File: src/rtl/blt_ctrl_pkg.sv
// Shared defines and types for the branch lookup table controller.
// Optional feature macro: BLT_STATS_EN builds the lookup/hit/mispredict counters.
`ifndef BLT_CTRL_DEFS
`define BLT_CTRL_DEFS
`ifndef ADDR_WIDTH
`define ADDR_WIDTH 32
`endif
`define JMP_OP             6'b000010
`define BLT_CNT_WEAK_TAKEN 2'd2
`define BLT_CNT_MAX        2'd3
`define BLT_ST_IDLE        1'b0
`define BLT_ST_CLEAR       1'b1
`endif

package blt_ctrl_pkg;

    localparam logic [1:0] BLT_CNT_WEAK_TAKEN = `BLT_CNT_WEAK_TAKEN;
    localparam logic [1:0] BLT_CNT_MAX        = `BLT_CNT_MAX;

    typedef enum logic {
        BLT_IDLE  = `BLT_ST_IDLE,
        BLT_CLEAR = `BLT_ST_CLEAR
    } blt_state_e;

    // Two-bit saturating step: up moves towards BLT_CNT_MAX, down towards zero.
    function automatic logic [1:0] blt_sat_step(input logic [1:0] cnt, input logic up);
        logic [1:0] res;
        if (up) begin
            res = (cnt == BLT_CNT_MAX) ? cnt : cnt + 2'd1;
        end else begin
            res = (cnt == 2'd0) ? cnt : cnt - 2'd1;
        end
        return res;
    endfunction

endpackage

File: src/rtl/blt_array.sv
// Branch lookup table storage: two combinational tag-search ports, one write
// port and a single-entry invalidate port.
module blt_array
    import blt_ctrl_pkg::*;
#(
    parameter int ENTRIES = 8,
    parameter int AW      = 32,
    localparam int IW     = $clog2(ENTRIES)
) (
    input  logic          clk,
    input  logic          reset,
    input  logic [AW-1:0] rd_pc_i,
    output logic          rd_match_o,
    output logic          rd_taken_o,
    output logic [AW-1:0] rd_target_o,
    input  logic [AW-1:0] up_pc_i,
    output logic          up_match_o,
    output logic [IW-1:0] up_idx_o,
    output logic [1:0]    up_cnt_o,
    output logic [AW-1:0] up_target_o,
    input  logic          wr_en_i,
    input  logic [IW-1:0] wr_idx_i,
    input  logic [AW-1:0] wr_tag_i,
    input  logic [AW-1:0] wr_target_i,
    input  logic [1:0]    wr_cnt_i,
    input  logic          inv_en_i,
    input  logic [IW-1:0] inv_idx_i
);

    logic [ENTRIES-1:0] valid_q;
    logic [AW-1:0]      tag_q    [ENTRIES];
    logic [AW-1:0]      target_q [ENTRIES];
    logic [1:0]         cnt_q    [ENTRIES];

    // Fetch-side search; allocation guarantees at most one entry per tag.
    always_comb begin
        rd_match_o  = 1'b0;
        rd_taken_o  = 1'b0;
        rd_target_o = {AW{1'b0}};
        for (int i = 0; i < ENTRIES; i++) begin
            if (valid_q[i] && (tag_q[i] == rd_pc_i)) begin
                rd_match_o  = 1'b1;
                rd_taken_o  = cnt_q[i][1];
                rd_target_o = target_q[i];
            end else begin
                rd_match_o = rd_match_o;
            end
        end
    end

    // Update-side search against the live table contents.
    always_comb begin
        up_match_o  = 1'b0;
        up_idx_o    = {IW{1'b0}};
        up_cnt_o    = 2'd0;
        up_target_o = {AW{1'b0}};
        for (int i = 0; i < ENTRIES; i++) begin
            if (valid_q[i] && (tag_q[i] == up_pc_i)) begin
                up_match_o  = 1'b1;
                up_idx_o    = IW'(i);
                up_cnt_o    = cnt_q[i];
                up_target_o = target_q[i];
            end else begin
                up_match_o = up_match_o;
            end
        end
    end

    // Entry storage; invalidation takes priority over a write to the same slot.
    always_ff @(posedge clk or negedge reset) begin
        if (!reset) begin
            valid_q <= {ENTRIES{1'b0}};
            for (int i = 0; i < ENTRIES; i++) begin
                tag_q[i]    <= {AW{1'b0}};
                target_q[i] <= {AW{1'b0}};
                cnt_q[i]    <= 2'd0;
            end
        end else begin
            for (int i = 0; i < ENTRIES; i++) begin
                if (inv_en_i && (inv_idx_i == IW'(i))) begin
                    valid_q[i] <= 1'b0;
                end else if (wr_en_i && (wr_idx_i == IW'(i))) begin
                    valid_q[i]  <= 1'b1;
                    tag_q[i]    <= wr_tag_i;
                    target_q[i] <= wr_target_i;
                    cnt_q[i]    <= wr_cnt_i;
                end
            end
        end
    end

endmodule

File: src/rtl/blt_ctrl.sv
// Branch lookup table controller: two-stage update pipeline, round-robin
// allocation, invalidation sweep FSM and optional event counters (BLT_STATS_EN).
`ifndef ADDR_WIDTH
`define ADDR_WIDTH 32
`endif
module blt_ctrl
    import blt_ctrl_pkg::*;
#(
    parameter int BLT_ENTRIES = 8,
    parameter int ADDR_WIDTH  = `ADDR_WIDTH
) (
    input  logic                  clk,
    input  logic                  reset,
    input  logic                  upd_valid,
    input  logic [ADDR_WIDTH-1:0] upd_pc,
    input  logic [ADDR_WIDTH-1:0] upd_target,
    input  logic                  upd_taken,
    input  logic                  upd_mispredict,
    input  logic [ADDR_WIDTH-1:0] rd_pc,
    output logic                  rd_hit,
    output logic [ADDR_WIDTH-1:0] rd_target,
    input  logic                  inv_req,
    output logic                  inv_busy,
    output logic [31:0]           stat_lookups,
    output logic [31:0]           stat_hits,
    output logic [31:0]           stat_mispredicts
);

    localparam int            IW       = $clog2(BLT_ENTRIES);
    localparam logic [IW-1:0] IDX_ONE  = IW'(1);
    localparam logic [IW-1:0] IDX_LAST = IW'(BLT_ENTRIES - 1);

    blt_state_e              state_q, state_d;
    logic [IW-1:0]           sweep_q, sweep_d;
    logic [IW-1:0]           rr_ptr_q, rr_ptr_d;
    logic                    updv_q, updv_d;
    logic [ADDR_WIDTH-1:0]   upd_pc_q, upd_pc_d;
    logic [ADDR_WIDTH-1:0]   upd_tgt_q, upd_tgt_d;
    logic                    upd_tk_q, upd_tk_d;

    logic                    rd_match_s, rd_taken_s;
    logic [ADDR_WIDTH-1:0]   rd_tgt_s;
    logic                    up_match_s;
    logic [IW-1:0]           up_idx_s;
    logic [1:0]              up_cnt_s;
    logic [ADDR_WIDTH-1:0]   up_tgt_s;
    logic                    wr_en_s;
    logic [IW-1:0]           wr_idx_s;
    logic [ADDR_WIDTH-1:0]   wr_tgt_s;
    logic [1:0]              wr_cnt_s;
    logic                    inv_en_s;

    blt_array #(
        .ENTRIES (BLT_ENTRIES),
        .AW      (ADDR_WIDTH)
    ) u_array (
        .clk         (clk),
        .reset       (reset),
        .rd_pc_i     (rd_pc),
        .rd_match_o  (rd_match_s),
        .rd_taken_o  (rd_taken_s),
        .rd_target_o (rd_tgt_s),
        .up_pc_i     (upd_pc_q),
        .up_match_o  (up_match_s),
        .up_idx_o    (up_idx_s),
        .up_cnt_o    (up_cnt_s),
        .up_target_o (up_tgt_s),
        .wr_en_i     (wr_en_s),
        .wr_idx_i    (wr_idx_s),
        .wr_tag_i    (upd_pc_q),
        .wr_target_i (wr_tgt_s),
        .wr_cnt_i    (wr_cnt_s),
        .inv_en_i    (inv_en_s),
        .inv_idx_i   (sweep_q)
    );

    // Capture stage: updates arriving during a sweep are dropped here.
    always_comb begin
        updv_d    = upd_valid && (state_q == BLT_IDLE);
        upd_pc_d  = upd_pc_q;
        upd_tgt_d = upd_tgt_q;
        upd_tk_d  = upd_tk_q;
        if (upd_valid) begin
            upd_pc_d  = upd_pc;
            upd_tgt_d = upd_target;
            upd_tk_d  = upd_taken;
        end else begin
            upd_tk_d = upd_tk_q;
        end
    end

    // Apply stage and sweep FSM; an apply still completes in the cycle inv_req arrives.
    always_comb begin
        state_d  = state_q;
        sweep_d  = sweep_q;
        rr_ptr_d = rr_ptr_q;
        wr_en_s  = 1'b0;
        wr_idx_s = rr_ptr_q;
        wr_tgt_s = upd_tgt_q;
        wr_cnt_s = BLT_CNT_WEAK_TAKEN;
        inv_en_s = 1'b0;
        case (state_q)
            BLT_IDLE: begin
                if (updv_q && up_match_s) begin
                    wr_en_s  = 1'b1;
                    wr_idx_s = up_idx_s;
                    wr_cnt_s = blt_sat_step(up_cnt_s, upd_tk_q);
                    wr_tgt_s = upd_tk_q ? upd_tgt_q : up_tgt_s;
                end else if (updv_q && upd_tk_q) begin
                    wr_en_s  = 1'b1;
                    rr_ptr_d = rr_ptr_q + IDX_ONE;
                end else begin
                    wr_en_s = 1'b0;
                end
                if (inv_req) begin
                    state_d = BLT_CLEAR;
                    sweep_d = {IW{1'b0}};
                end else begin
                    state_d = BLT_IDLE;
                end
            end
            BLT_CLEAR: begin
                inv_en_s = 1'b1;
                if (sweep_q == IDX_LAST) begin
                    state_d  = BLT_IDLE;
                    sweep_d  = {IW{1'b0}};
                    rr_ptr_d = {IW{1'b0}};
                end else begin
                    sweep_d = sweep_q + IDX_ONE;
                end
            end
            default: begin
                state_d = BLT_IDLE;
            end
        endcase
    end

    // Control and update-pipeline registers.
    always_ff @(posedge clk or negedge reset) begin
        if (!reset) begin
            state_q   <= BLT_IDLE;
            sweep_q   <= {IW{1'b0}};
            rr_ptr_q  <= {IW{1'b0}};
            updv_q    <= 1'b0;
            upd_pc_q  <= {ADDR_WIDTH{1'b0}};
            upd_tgt_q <= {ADDR_WIDTH{1'b0}};
            upd_tk_q  <= 1'b0;
        end else begin
            state_q   <= state_d;
            sweep_q   <= sweep_d;
            rr_ptr_q  <= rr_ptr_d;
            updv_q    <= updv_d;
            upd_pc_q  <= upd_pc_d;
            upd_tgt_q <= upd_tgt_d;
            upd_tk_q  <= upd_tk_d;
        end
    end

    // Lookup result; forced to miss for the whole sweep.
    always_comb begin
        rd_hit    = 1'b0;
        rd_target = {ADDR_WIDTH{1'b0}};
        if ((state_q == BLT_IDLE) && rd_match_s && rd_taken_s) begin
            rd_hit    = 1'b1;
            rd_target = rd_tgt_s;
        end else begin
            rd_hit = 1'b0;
        end
    end

    assign inv_busy = (state_q == BLT_CLEAR);

`ifdef BLT_STATS_EN
    logic [31:0] lookups_q, hits_q, misp_q;

    // Free-running event counters, wrapping at 2^32.
    always_ff @(posedge clk or negedge reset) begin
        if (!reset) begin
            lookups_q <= 32'd0;
            hits_q    <= 32'd0;
            misp_q    <= 32'd0;
        end else begin
            if (state_q == BLT_IDLE) begin
                lookups_q <= lookups_q + 32'd1;
            end
            if (rd_hit) begin
                hits_q <= hits_q + 32'd1;
            end
            if (upd_valid && upd_mispredict) begin
                misp_q <= misp_q + 32'd1;
            end
        end
    end

    assign stat_lookups     = lookups_q;
    assign stat_hits        = hits_q;
    assign stat_mispredicts = misp_q;
`else
    logic unused_misp_s;
    assign unused_misp_s    = upd_mispredict;
    assign stat_lookups     = 32'd0;
    assign stat_hits        = 32'd0;
    assign stat_mispredicts = 32'd0;
`endif

endmodule

File: config.mk
export PLATFORM = sky130hd
export DESIGN_NAME = blt_ctrl
export DESIGN_NICKNAME = d
export VERILOG_FILES = /design/src/rtl/blt_ctrl_pkg.sv /design/src/rtl/blt_array.sv /design/src/rtl/blt_ctrl.sv
export SDC_FILE = /design/constraint.sdc
export NUM_CORES = 2
export LEC_CHECK = 0
export ABC_AREA = 1
export CORE_ASPECT_RATIO = 0.9
export CORE_MARGIN = 5
export CORE_UTILIZATION = 60
export DETAILED_ROUTE_END_ITERATION = 7
export PLACE_DENSITY_LB_ADDON = 0.3
export SLEW_MARGIN = 15
export SYNTH_ARGS = -nofsm -noshare
export SYNTH_HDL_FRONTEND = slang
export SYNTH_SLANG_ARGS = --single-unit
File: constraint.sdc
create_clock -name clk -period 10.4 [get_ports clk]
set_clock_uncertainty 0.2 [all_clocks]
set_input_delay 2.08 -clock clk [delete_from_list [all_inputs] [get_ports clk]]
set_output_delay 2.08 -clock clk [all_outputs]
set_load 0.01 [all_outputs]
==> metrics <==
sequential fraction of the synthesis area roughly two fifths; CP Class in -> out; Vias 37812; CP cell instances clkdlybuf4s50_1 > clkinv_1 > a221oi_1 > nand2_1 > nor2_1 > nand3_1 > nor2_4 > buf_4 > a21oi_1 > nand2_1 > nand2_1 > nor2_1 > clkdlybuf4s50_1; RSZ-0062 raised after global routing false; Buf/Inv on CP 4; Area Overhead vs Synth 10.1%; EDFF count, synth 0; initial core utilization 60.7%; number of CTS-inserted buffers 68; Slew HR 10.1%; Resize count post-CTS 0; Worst Hold Path EP u_array.cnt_q[10]; Skew-Pair Late Insertion Delay 630 ps; CTS tree built; yosys warns 0; placed cell area 37700 um2; Synth Register Bits ~610; Mapped Cells roughly 5300; Main synth FF type dfrtp_1; most frequent cell on the critical path nand2_1; critical path data arrival time 7170 ps; final cell count without fillers 6110; Unique masters post-synth 46; RePlAce Congestion 1.15; root buf cell clkbuf_16; hold slack 283 ps; Mean Syn Cell Area 6.89 um2; Final nets 5378; die span in y 243 um; Final Hold Viols 0; LEAKAGE roughly 19 nW; Initial DRC Count 6709; Async SR Flop Fraction 100%; pwr/cell area 159 nW/um2; die area 65600 um2; CTS max path bufs 3; CP endpoint kind output pin; Tmin final 9450 ps; wire per inst 23.5 um; Worst-Margin Slew 1340 ps; reg2reg path depth 16; first-pass iteration count of the detailed router 8; CP peak stage delay approximately 1100 ps; placed cells 5982; slowest CP cell clkdlybuf4s50_1; total grt overflow 0; crit path max fanout 64; maxcap violations 0; # DRC 40; die extent in x between 200 and 300 um; Detailed Place HPWL around 91000 um; failing checks design-rule violations; Setup Fix Bufs, Post-CTS 0; min-delay src u_array.cnt_q[10]; core area 59900 um2; worst reg2reg setup slack between 4000 and 5000 ps; Critical R2R Capture u_array.target_q[213]; Slew Viols, Final 0; fmax 0.106 GHz; commonest non-fill, non-tap cell in the layout nand2_1; Startpoint Class input pin; Total GRT Usage about 42%; reg2reg start upd_pc_q[6]; worst hold stages 2; global-route wire length before repair between 200000 and 250000 um; # clock sinks 609; total negative slack 0 ps; Finished Cell Area 40000 um2; H-tree depth 3; HP Class reg -> reg; initial antenna violation count 10; layout cells sized above 1 under 10%; Worst EP required 8120 ps; largest net degree at the start of global routing 161; Post-Syn Area 36300 um2; number of global-route vias before repair 34550; clock slew at reported path FFs 60 ps; Post-CTS Hold Buffers 0; outcome finished, violations left; Final Cycle Share between 90 and 100%; final setup fails 0; IO buf count around 130; final wirelength 144000 um; io pins 232; remaining antenna violation count after routing 0; row cnt 85; most frequent cells in the layout nand2_1, dfrtp_1, inv_1; vias per cell 6.19; CP delay by family, top buffers and inverters; maximum VDD drop ~0.12 mV
-- sequential cells by signal, indices dropped and copies added (netlist names) --
name and count:
u_array.tag_q 256, u_array.target_q 256, upd_pc_q 32, upd_tgt_q 32, u_array.cnt_q 16, u_array.valid_q 8, rr_ptr_q 3, sweep_q 3
inv_busy 1, upd_tk_q 1, updv_q 1
-- routing by layer --
| metal | part of all wire, % | vias up | GRT usage (%) |
|---|---|---|---|
| li1 | - | 16573 | - |
| met1 | 36 | 17315 | 56.7 |
| met2 | 39 | 3121 | 56.7 |
| met3 | 18 | 787 | 20.0 |
| met4 | 6.8 | 16 | 21.7 |
| met5 | 0.072 | - | 0 |
-- through the flow --
step,setup slack [ps],utilization [%],total power [mW]
finish,946,66.8,6.37
global route,939,66.7,6.55
CTS,1360,66.7,6.28
detailed placement,1380,63.0,3.86
global placement,1470,63.0,3.83
floorplan,3880,-,3.43
-- worst max path at each step --
stage | start | end | slack, ps | cells past startpoint
after floorplan | rd_pc[16] | rd_target[10] | 3880 | 16
after global placement | rd_pc[18] | rd_target[27] | 1470 | 16
after detailed placement | rd_pc[18] | rd_target[3] | 1380 | 16
after CTS | rd_pc[18] | rd_target[3] | 1360 | 16
after global routing | rd_pc[29] | rd_target[3] | 940 | 18
final | rd_pc[29] | rd_target[4] | 950 | 13
-- final cells by class --
class | instances | area (um2)
antenna | 6 | 15.0
clock buffer | 106 | 2070
clock inverter | 16 | 176
fill | 5194 | 19900
inverter | 518 | 1940
multi-input combinational | 3842 | 17400
sequential | 609 | 15200
tap | 783 | 980
timing repair buffer | 230 | 2110
-- report_power, final --
part	switching (mW)	leakage, nW	internal (mW)
Clock	1.04	1.10	1.42
Combinational	0.807	9.78	0.354
Sequential	0.182	8.33	2.57
Total	2.03	19.2	4.34
-- cells by family (layout without fill, tap and decap cells) --
logic type,count (synthesis),in the layout,synth area share (%)
adders and majority gates,7,7,0.241
and+or+nand+nor,2518,2518,27.3
other,1,102,0.0103
buffers and inverters,917,870,11.3
AOI/OAI and AO/OA,1094,1094,16.2
xor gates and xnor gates,127,127,3.06
DFF,609,609,42.0
-- synthesized netlist by cell type (2+ instances only) --
| library cell | instances | area share [%] |
|---|---|---|
| a211oi_1 | 2 | 0.041 |
| a21oi_1 | 279 | 3.8 |
| a221oi_1 | 13 | 0.31 |
| buf_1 | 10 | 0.10 |
| buf_2 | 118 | 1.6 |
| buf_4 | 130 | 2.7 |
| buf_6 | 2 | 0.062 |
| clkbuf_1 | 139 | 1.4 |
| clkinv_1 | 3 | 0.031 |
| dfrtp_1 | 609 | 42 |
| ha_1 | 7 | 0.24 |
| inv_1 | 478 | 4.9 |
| inv_2 | 37 | 0.38 |
| nand2_1 | 2005 | 21 |
| nand2_2 | 6 | 0.10 |
| nand2_4 | 2 | 0.062 |
| nand3_1 | 91 | 1.3 |
| nand3_2 | 3 | 0.083 |
| nand3b_1 | 5 | 0.10 |
| nand4_1 | 42 | 0.72 |
| nor2_1 | 295 | 3.0 |
| nor2_2 | 8 | 0.14 |
| nor2_4 | 5 | 0.15 |
| nor3_1 | 30 | 0.41 |
| nor4_1 | 14 | 0.24 |
| o2111ai_1 | 4 | 0.096 |
| o211ai_1 | 9 | 0.19 |
| o21ai_0 | 312 | 4.3 |
| o21ai_1 | 274 | 3.8 |
| o21ai_2 | 10 | 0.24 |
| o21bai_1 | 2 | 0.041 |
| o221ai_1 | 6 | 0.14 |
| o22ai_1 | 179 | 3.1 |
| or2_0 | 2 | 0.034 |
| or2_2 | 6 | 0.10 |
| xnor2_1 | 75 | 1.8 |
| xor2_1 | 52 | 1.3 |
-- worst reg2reg max path: cells and delay by family (launching register included) --
| kind | cells | cell delay, ps |
|---|---|---|
| buffers and inverters | 3 | 1690 |
| and+or+nand+nor | 11 | 3040 |
| DFF | 1 | 1000 |
| AOI/OAI and AO/OA | 2 | 340 |
Power figures use the tool's default switching activity.
